==> config.mk <==
export PLATFORM = sky130hd
export DESIGN_NAME = irq_controller
export DESIGN_NICKNAME = d
export VERILOG_FILES = /design/src/rtl/irq_controller.sv
export SDC_FILE = /design/constraint.sdc
export NUM_CORES = 1
export LEC_CHECK = 0
export ABC_CLOCK_PERIOD_IN_PS = 1200
export CAP_MARGIN = 30
export CORE_MARGIN = 2
export CORE_UTILIZATION = 25
export DETAILED_ROUTE_END_ITERATION = 10
export GPL_TIMING_DRIVEN = 0
export HOLD_SLACK_MARGIN = 0.02
export PLACE_DENSITY_LB_ADDON = 0.2
export SLEW_MARGIN = 10
export SYNTH_ARGS = -nofsm -noshare
export SYNTH_HDL_FRONTEND = slang
export SYNTH_SLANG_ARGS = --single-unit
export TNS_END_PERCENT = 100
==> constraint.sdc <==
create_clock -name clk -period 1.2 [get_ports clk]
set_input_delay 0.18 -clock clk [delete_from_list [all_inputs] [get_ports clk]]
set_output_delay 0.18 -clock clk [all_outputs]
set_load 0.005 [all_outputs]
==> src/rtl/irq_controller.sv <==
// irq_controller: latches edge-triggered interrupt sources, masks them,
// picks the lowest-numbered one and hands it to the CPU (req/ack/EOI).
//
// Optional feature macro: IRQC_TIMER_CLR_EN
//   defined   - EOI for TIMER_SRC runs a read-modify-write on the timer
//               register port that clears TCON[2] (TRD -> TWR states).
//   undefined - no timer sequencing; tmr_* outputs are tied to 0 and
//               software clears TCON[2] itself.
//
// Ports:
//   clk        system clock, rising edge
//   reset      synchronous, active-low
//   irq_src    level interrupt lines (edge-detected internally)
//   cpu_we     CPU register write strobe
//   cpu_addr   0 MASK, 1 PENDING (W1C), 2 CAUSE (RO), 3 EOI (WO)
//   cpu_wdata  CPU write data
//   cpu_rdata  combinational read of cpu_addr (EOI reads 0)
//   irq_out    interrupt request to CPU
//   irq_ack    1-cycle pulse: CPU entered the handler
//   tmr_busy   controller owns the timer register port
//   tmr_we     timer write strobe
//   tmr_addr   timer register address (2 = TCON)
//   tmr_wdata  timer write data
//   tmr_rdata  timer combinational read data

module irq_controller #(
    parameter int NSRC      = 4,
    parameter int TIMER_SRC = 0
) (
    input  logic            clk,
    input  logic            reset,
    input  logic [NSRC-1:0] irq_src,
    input  logic            cpu_we,
    input  logic [1:0]      cpu_addr,
    input  logic [31:0]     cpu_wdata,
    output logic [31:0]     cpu_rdata,
    output logic            irq_out,
    input  logic            irq_ack,
    output logic            tmr_busy,
    output logic            tmr_we,
    output logic [1:0]      tmr_addr,
    output logic [31:0]     tmr_wdata,
    input  logic [31:0]     tmr_rdata
);

    localparam logic [1:0] A_MASK  = 2'd0;
    localparam logic [1:0] A_PEND  = 2'd1;
    localparam logic [1:0] A_CAUSE = 2'd2;
    localparam logic [1:0] A_EOI   = 2'd3;

    localparam logic [1:0]  TCON_ADDR = 2'd2;
    localparam logic [31:0] TCON_IRQ  = 32'h0000_0004;

`ifdef IRQC_TIMER_CLR_EN
    typedef enum logic [2:0] {
        S_IDLE,
        S_REQ,
        S_SERV,
        S_TRD,
        S_TWR
    } state_t;
`else
    typedef enum logic [1:0] {
        S_IDLE,
        S_REQ,
        S_SERV
    } state_t;
`endif

    state_t state_q;
    state_t state_d;

    logic [NSRC-1:0] prev_q;
    logic [NSRC-1:0] mask_q;
    logic [NSRC-1:0] pend_q;
    logic [NSRC-1:0] pend_d;
    logic [NSRC-1:0] rise;
    logic [NSRC-1:0] hit;
    logic [NSRC-1:0] w1c;
    logic [NSRC-1:0] ack_clr;
    logic [4:0]      id_q;
    logic [4:0]      sel_id;

    logic mask_we;
    logic pend_we;
    logic eoi;
    logic take;

    assign mask_we = cpu_we && (cpu_addr == A_MASK);
    assign pend_we = cpu_we && (cpu_addr == A_PEND);
    assign eoi     = cpu_we && (cpu_addr == A_EOI);

    // Edge detect: a held level raises only one request.
    assign rise = irq_src & ~prev_q;
    assign hit  = pend_q & mask_q;
    assign take = (state_q == S_IDLE) && (|hit);

    assign w1c = pend_we ? cpu_wdata[NSRC-1:0] : '0;

    always_comb begin
        ack_clr = '0;
        for (int i = 0; i < NSRC; i++) begin
            ack_clr[i] = (state_q == S_REQ) && irq_ack
                         && (id_q == 5'(i));
        end
    end

    // A new edge wins over a same-cycle software or ack clear.
    assign pend_d = (pend_q & ~w1c & ~ack_clr) | rise;

    // Fixed priority: lowest index wins.
    always_comb begin
        sel_id = '0;
        for (int i = NSRC - 1; i >= 0; i--) begin
            if (hit[i]) begin
                sel_id = 5'(i);
            end
        end
    end

    // The line history keeps sampling during reset so that a level
    // already high at release is not seen as a fresh edge.
    always_ff @(posedge clk) begin
        prev_q <= irq_src;
    end

    always_ff @(posedge clk) begin
        if (!reset) begin
            mask_q <= '0;
            pend_q <= '0;
            id_q   <= '0;
        end else begin
            if (mask_we) begin
                mask_q <= cpu_wdata[NSRC-1:0];
            end
            pend_q <= pend_d;
            if (take) begin
                id_q <= sel_id;
            end
        end
    end

    always_ff @(posedge clk) begin
        if (!reset) begin
            state_q <= S_IDLE;
        end else begin
            state_q <= state_d;
        end
    end

`ifdef IRQC_TIMER_CLR_EN
    logic [31:0] tcon_q;
    logic        busy_c;
    logic        we_c;
    logic [1:0]  addr_c;
    logic [31:0] wdata_c;

    always_ff @(posedge clk) begin
        if (!reset) begin
            tcon_q <= '0;
        end else if (state_q == S_TRD) begin
            tcon_q <= tmr_rdata;
        end
    end

    always_comb begin
        state_d = state_q;
        irq_out = 1'b0;
        busy_c  = 1'b0;
        we_c    = 1'b0;
        addr_c  = '0;
        wdata_c = '0;
        unique case (state_q)
            S_IDLE: begin
                if (|hit) begin
                    state_d = S_REQ;
                end
            end
            S_REQ: begin
                irq_out = 1'b1;
                if (irq_ack) begin
                    state_d = S_SERV;
                end
            end
            S_SERV: begin
                if (eoi) begin
                    if (id_q == 5'(TIMER_SRC)) begin
                        state_d = S_TRD;
                    end else begin
                        state_d = S_IDLE;
                    end
                end
            end
            S_TRD: begin
                busy_c  = 1'b1;
                addr_c  = TCON_ADDR;
                state_d = S_TWR;
            end
            S_TWR: begin
                busy_c  = 1'b1;
                we_c    = 1'b1;
                addr_c  = TCON_ADDR;
                wdata_c = tcon_q & ~TCON_IRQ;
                state_d = S_IDLE;
            end
            default: begin
                state_d = S_IDLE;
            end
        endcase
    end

    assign tmr_busy  = busy_c;
    assign tmr_we    = we_c;
    assign tmr_addr  = addr_c;
    assign tmr_wdata = wdata_c;

    logic unused_in;
    assign unused_in = ^cpu_wdata;
`else
    always_comb begin
        state_d = state_q;
        irq_out = 1'b0;
        unique case (state_q)
            S_IDLE: begin
                if (|hit) begin
                    state_d = S_REQ;
                end
            end
            S_REQ: begin
                irq_out = 1'b1;
                if (irq_ack) begin
                    state_d = S_SERV;
                end
            end
            S_SERV: begin
                if (eoi) begin
                    state_d = S_IDLE;
                end
            end
            default: begin
                state_d = S_IDLE;
            end
        endcase
    end

    assign tmr_busy  = 1'b0;
    assign tmr_we    = 1'b0;
    assign tmr_addr  = '0;
    assign tmr_wdata = '0;

    logic unused_in;
    assign unused_in = ^{cpu_wdata, tmr_rdata, TCON_ADDR, TCON_IRQ,
                         (id_q == 5'(TIMER_SRC))};
`endif

    always_comb begin
        cpu_rdata = '0;
        unique case (cpu_addr)
            A_MASK:  cpu_rdata = 32'(mask_q);
            A_PEND:  cpu_rdata = 32'(pend_q);
            A_CAUSE: cpu_rdata = {(state_q != S_IDLE), 26'd0, id_q};
            A_EOI:   cpu_rdata = '0;
            default: cpu_rdata = '0;
        endcase
    end

endmodule

==> results.py, run 1 <==
metrics = {
    "yosys": {
        "yosys.area_share.simple_pct": 11.7,
        "synthMuxAreaShare_pct": 6.52,
        "synth_area_per_cell_sq_um": 8.78,
        "synth.top_cell.area_share_pct": 38.5,
        "synth.area.top_cells": "buf_4 (38%), dfxtp_1 (26%), mux2i_1 (6.5%)",
        "yosys.area.top_type": "buf_4",
        "yosys.cell_types.count": 32,
        "synth-compound-area-share_pct": 13.2,
        "synth_cells": 140,
        "seq_area_frac_synth_pct": 26.1,
        "synth_xor_xnor_area_share_pct": 0,
        "synth_top_family_by_area": "buffers and inverters",
        "ys_seq_elements": 16,
        "synth-adder-area-share_pct": 0,
        "syn-cell-area_sq_um": 1230,
        "yosysWarningCount": 0,
    },
    "die": {
        "die_y_microns": 74.1,
        "die_area_sq_um": 5490,
        "start_util_pct": 26.0,
        "core_sq_um": 4720,
        "rows": 25,
        "die_w_microns": 74.1,
        "io_pins": 143,
    },
    "final_layout": {
        "drive_above_1_share_pct": 43.2,
        "regArea_sq_um": 340,
        "fin_cells": 296,
        "nNetsFinal": 305,
        "syn2layout_area_growth_pct": 49.3,
        "fill_cells": 508,
        "multi_input_area_sq_um": 649,
        "n_antenna_cell": 0,
    },
    "cts": {
        "cts_sinks": 16,
        "clk_path_buf_depth": 2,
        "cts_tree": "built",
        "cts_root_buffer": "clkbuf_8",
        "htree_num_levels": 1,
        "clk_pin_slew_ns": 0.06,
        "clk_latency_ns": 0.25,
        "cts_buffers": 3,
    },
    "drt": {
        "dr_total_vias": 968,
        "post-route-drc-count": 0,
        "ant_nets": 0,
        "finalWirelength_mm": 2.40,
        "wl_per_cell_microns": 8.09,
        "drt_iter0_drc": 17,
        "firstDrtPassIters": 3,
        "viasPerCell": 3.27,
    },
    "critical_path": {
        "start_kind": "flip-flop",
        "crit_path_end": "pend_q[1]",
        "r2r-start": "state_q[1]",
        "reg2reg_slack_ns": 0.03,
        "cp_max_fo": 7,
        "ff2ff_path_depth": 3,
        "arrival_ns": 1.34,
        "crit_required_ns": 1.38,
        "cp-startpoint": "state_q[1]",
        "cp-end-kind": "flip-flop",
        "worstSetupPathType": "flip-flop to flip-flop",
        "timing.rr.end": "pend_q[1]",
    },
    "timing": {
        "hold_viol": 0,
        "setup_ws_ns": 0.0330,
        "fin_crit_ns": 1.17,
        "finalCritPeriodShare_pct": 97.2,
        "fmax_mhz": 857,
        "setup_viol": 0,
        "rsz0062_at_grt": "yes",
        "skew_ns": 0.00552,
        "finalMaxSlewViolations": 0,
    },
    "grt": {
        "grt_use_total_pct": 7.62,
        "grt_start_max_net_pins": 11,
        "gr-total-overflow": 0,
        "grt_antenna_before_repair": 0,
        "grt_pass1_wl_mm": 3.17,
        "grt_pass1_vias": 697,
    },
    "placed_design": {
        "hpwlAfterDp_mm": 1.97,
        "placedCellCount": 286,
        "finalWeightedCongestion": 0.816,
        "pre_cts_slack_ns": -0.314,
        "io_buffers": 17,
    },
    "status": {
        "status": "finished, final reports clean",
    },
    "pwr": {
        "power_leakage_nw": 0.988,
        "vdd_drop_max_v": 0.000430,
        "cellPowerDensity_nw_per_um2": 730,
    },
    "job": {
        "max-cap-violations": 0,
    },
    "min_path": {
        "min_path_type": "primary input to flip-flop",
    },
}
cells in the final DEF (no fill, tap or decap), drive strengths merged:
master         Yosys  final
a221oi             1      1
a21boi             1      1
and4bb             1      1
buf               65     75
nor3b              2      2
and2b              1      1
nand2b             3      3
o21a               1      1
dlymetal6s2s       0      1
nor4b              1      1
conb               1     63
clkdlybuf4s50      0     10
dfxtp             16     16
a21bo              1      1
a221o              2      2
a31oi              2      2
a21oi              4      4
mux2i              8      8
and3b              1      1
a22o               3      3
nor2b              2      2
clkdlybuf4s15      0      1
a32o               1      1
a211oi             2      2
nand3              1      1
o31ai              1      1
nand2              2      2
nor2               7      7
clkbuf             1      6
nor3               1      1
o2bb2ai            2      2
and4b              1      1
inv                5      5
worst min-delay path by stage:
stage           startpoint          to  slack (ns)  cells past startpoint
2_1_floorplan   irq_src[0]   prev_q[0]        0.21                      0
3_3_place_gp     prev_q[2]   pend_q[2]        0.47                      2
3_5_place_dp     prev_q[1]   pend_q[1]        0.48                      2
4_1_cts        cpu_addr[1]  state_q[1]        0.30                      4
5_1_grt        cpu_addr[1]  state_q[1]        0.33                      4
6_report       cpu_addr[1]  state_q[1]        0.32                      4
where the power goes:
part	total [W]	switching (W)	internal [W]
combinational	0.000374	0.000144	0.000231
clock	0.000392	0.000170	0.000222
sequential	0.000573	0.0000191	0.000554
repair_timing:
item                                    in CTS  in global routing
endpoints found under the setup margin      11                 12
setup buffers                                5                  2
hold buffers                                 0                  0
pin swaps                                    2                  3
resized for setup                           32                 10
area by class of cell:
type / instances / area share [%]
Sequential cell: 16 / 18.6
Timing Repair Buffer: 24 / 10.9
Multi-Input combinational cell: 115 / 35.4
Inverter: 5 / 1.02
Buffer: 66 / 27.3
Clock buffer: 3 / 2.25
Tap cell: 67 / 4.57
stage by stage:
step                      util, %  hold WS [ns]  TNS (ns)  power (W)  instance area (sq um)
after global routing         38.8         0.332   -0.0248    0.00142                   1830
after detailed placement     36.3         0.475     -3.40   0.000937                   1720
final                        38.8         0.323         0    0.00134                   1830
after global placement       36.3         0.473     -3.70   0.000937                   1720
after floorplan                 -         0.208         0   0.000858                   1460
after CTS                    38.4         0.297         0    0.00135                   1810
critical path: stages (launching register included):
cell      delay (ns)
dfxtp_4         0.39
and4bb_2        0.27
a221o_1         0.30
a21oi_1         0.13
cell usage after synthesis (all sizes together):
master	number
a21boi	1
buf	65
a31oi	2
and4bb	1
a211oi	2
a221oi	1
dfxtp	16
conb	1
and4b	1
a21oi	4
nor3b	2
nand3	1
a21bo	1
a221o	2
a32o	1
o31ai	1
nor2b	2
inv	5
o2bb2ai	2
clkbuf	1
o21a	1
nor4b	1
nand2b	3
and2b	1
and3b	1
nor2	7
nand2	2
mux2i	8
a22o	3
nor3	1
sequential cells by signal, indices dropped and copies added (netlist names):
register  flops
id_q          2
prev_q        4
mask_q        4
pend_q        4
state_q       2
metal layers:
| layer | up-vias | wire length [microns] | track usage (%) | share of wire, % |
|---|---|---|---|---|
| li1 | 523 | - | - | - |
| met1 | 392 | 1060 | 9.84 | 44 |
| met2 | 51 | 1060 | 11.5 | 44 |
| met3 | 2 | 251 | 2.85 | 10 |
| met4 | 0 | 18 | 3.03 | 0.75 |
| met5 | - | 0 | 0 | 0 |
cell families (layout without fill, tap and decap cells):
family,after synthesis,after routing
flops,16,16
other cells,1,63
mux,8,8
buf+inv,71,98
compound gates,21,21
simple gates,23,23
Note: power is estimated with default switching activity, not from simulation.
==> inputs of run 2 (changes only) <==
--- a/config.mk
+++ b/config.mk
@@ -13,7 +13,6 @@
 export GPL_TIMING_DRIVEN = 0
 export HOLD_SLACK_MARGIN = 0.02
 export PLACE_DENSITY_LB_ADDON = 0.2
-export SLEW_MARGIN = 10
 export SYNTH_ARGS = -nofsm -noshare
 export SYNTH_HDL_FRONTEND = slang
 export SYNTH_SLANG_ARGS = --single-unit
==> results of run 2 <==
The final DEF is identical to that of run 1; final timing and power are the same.
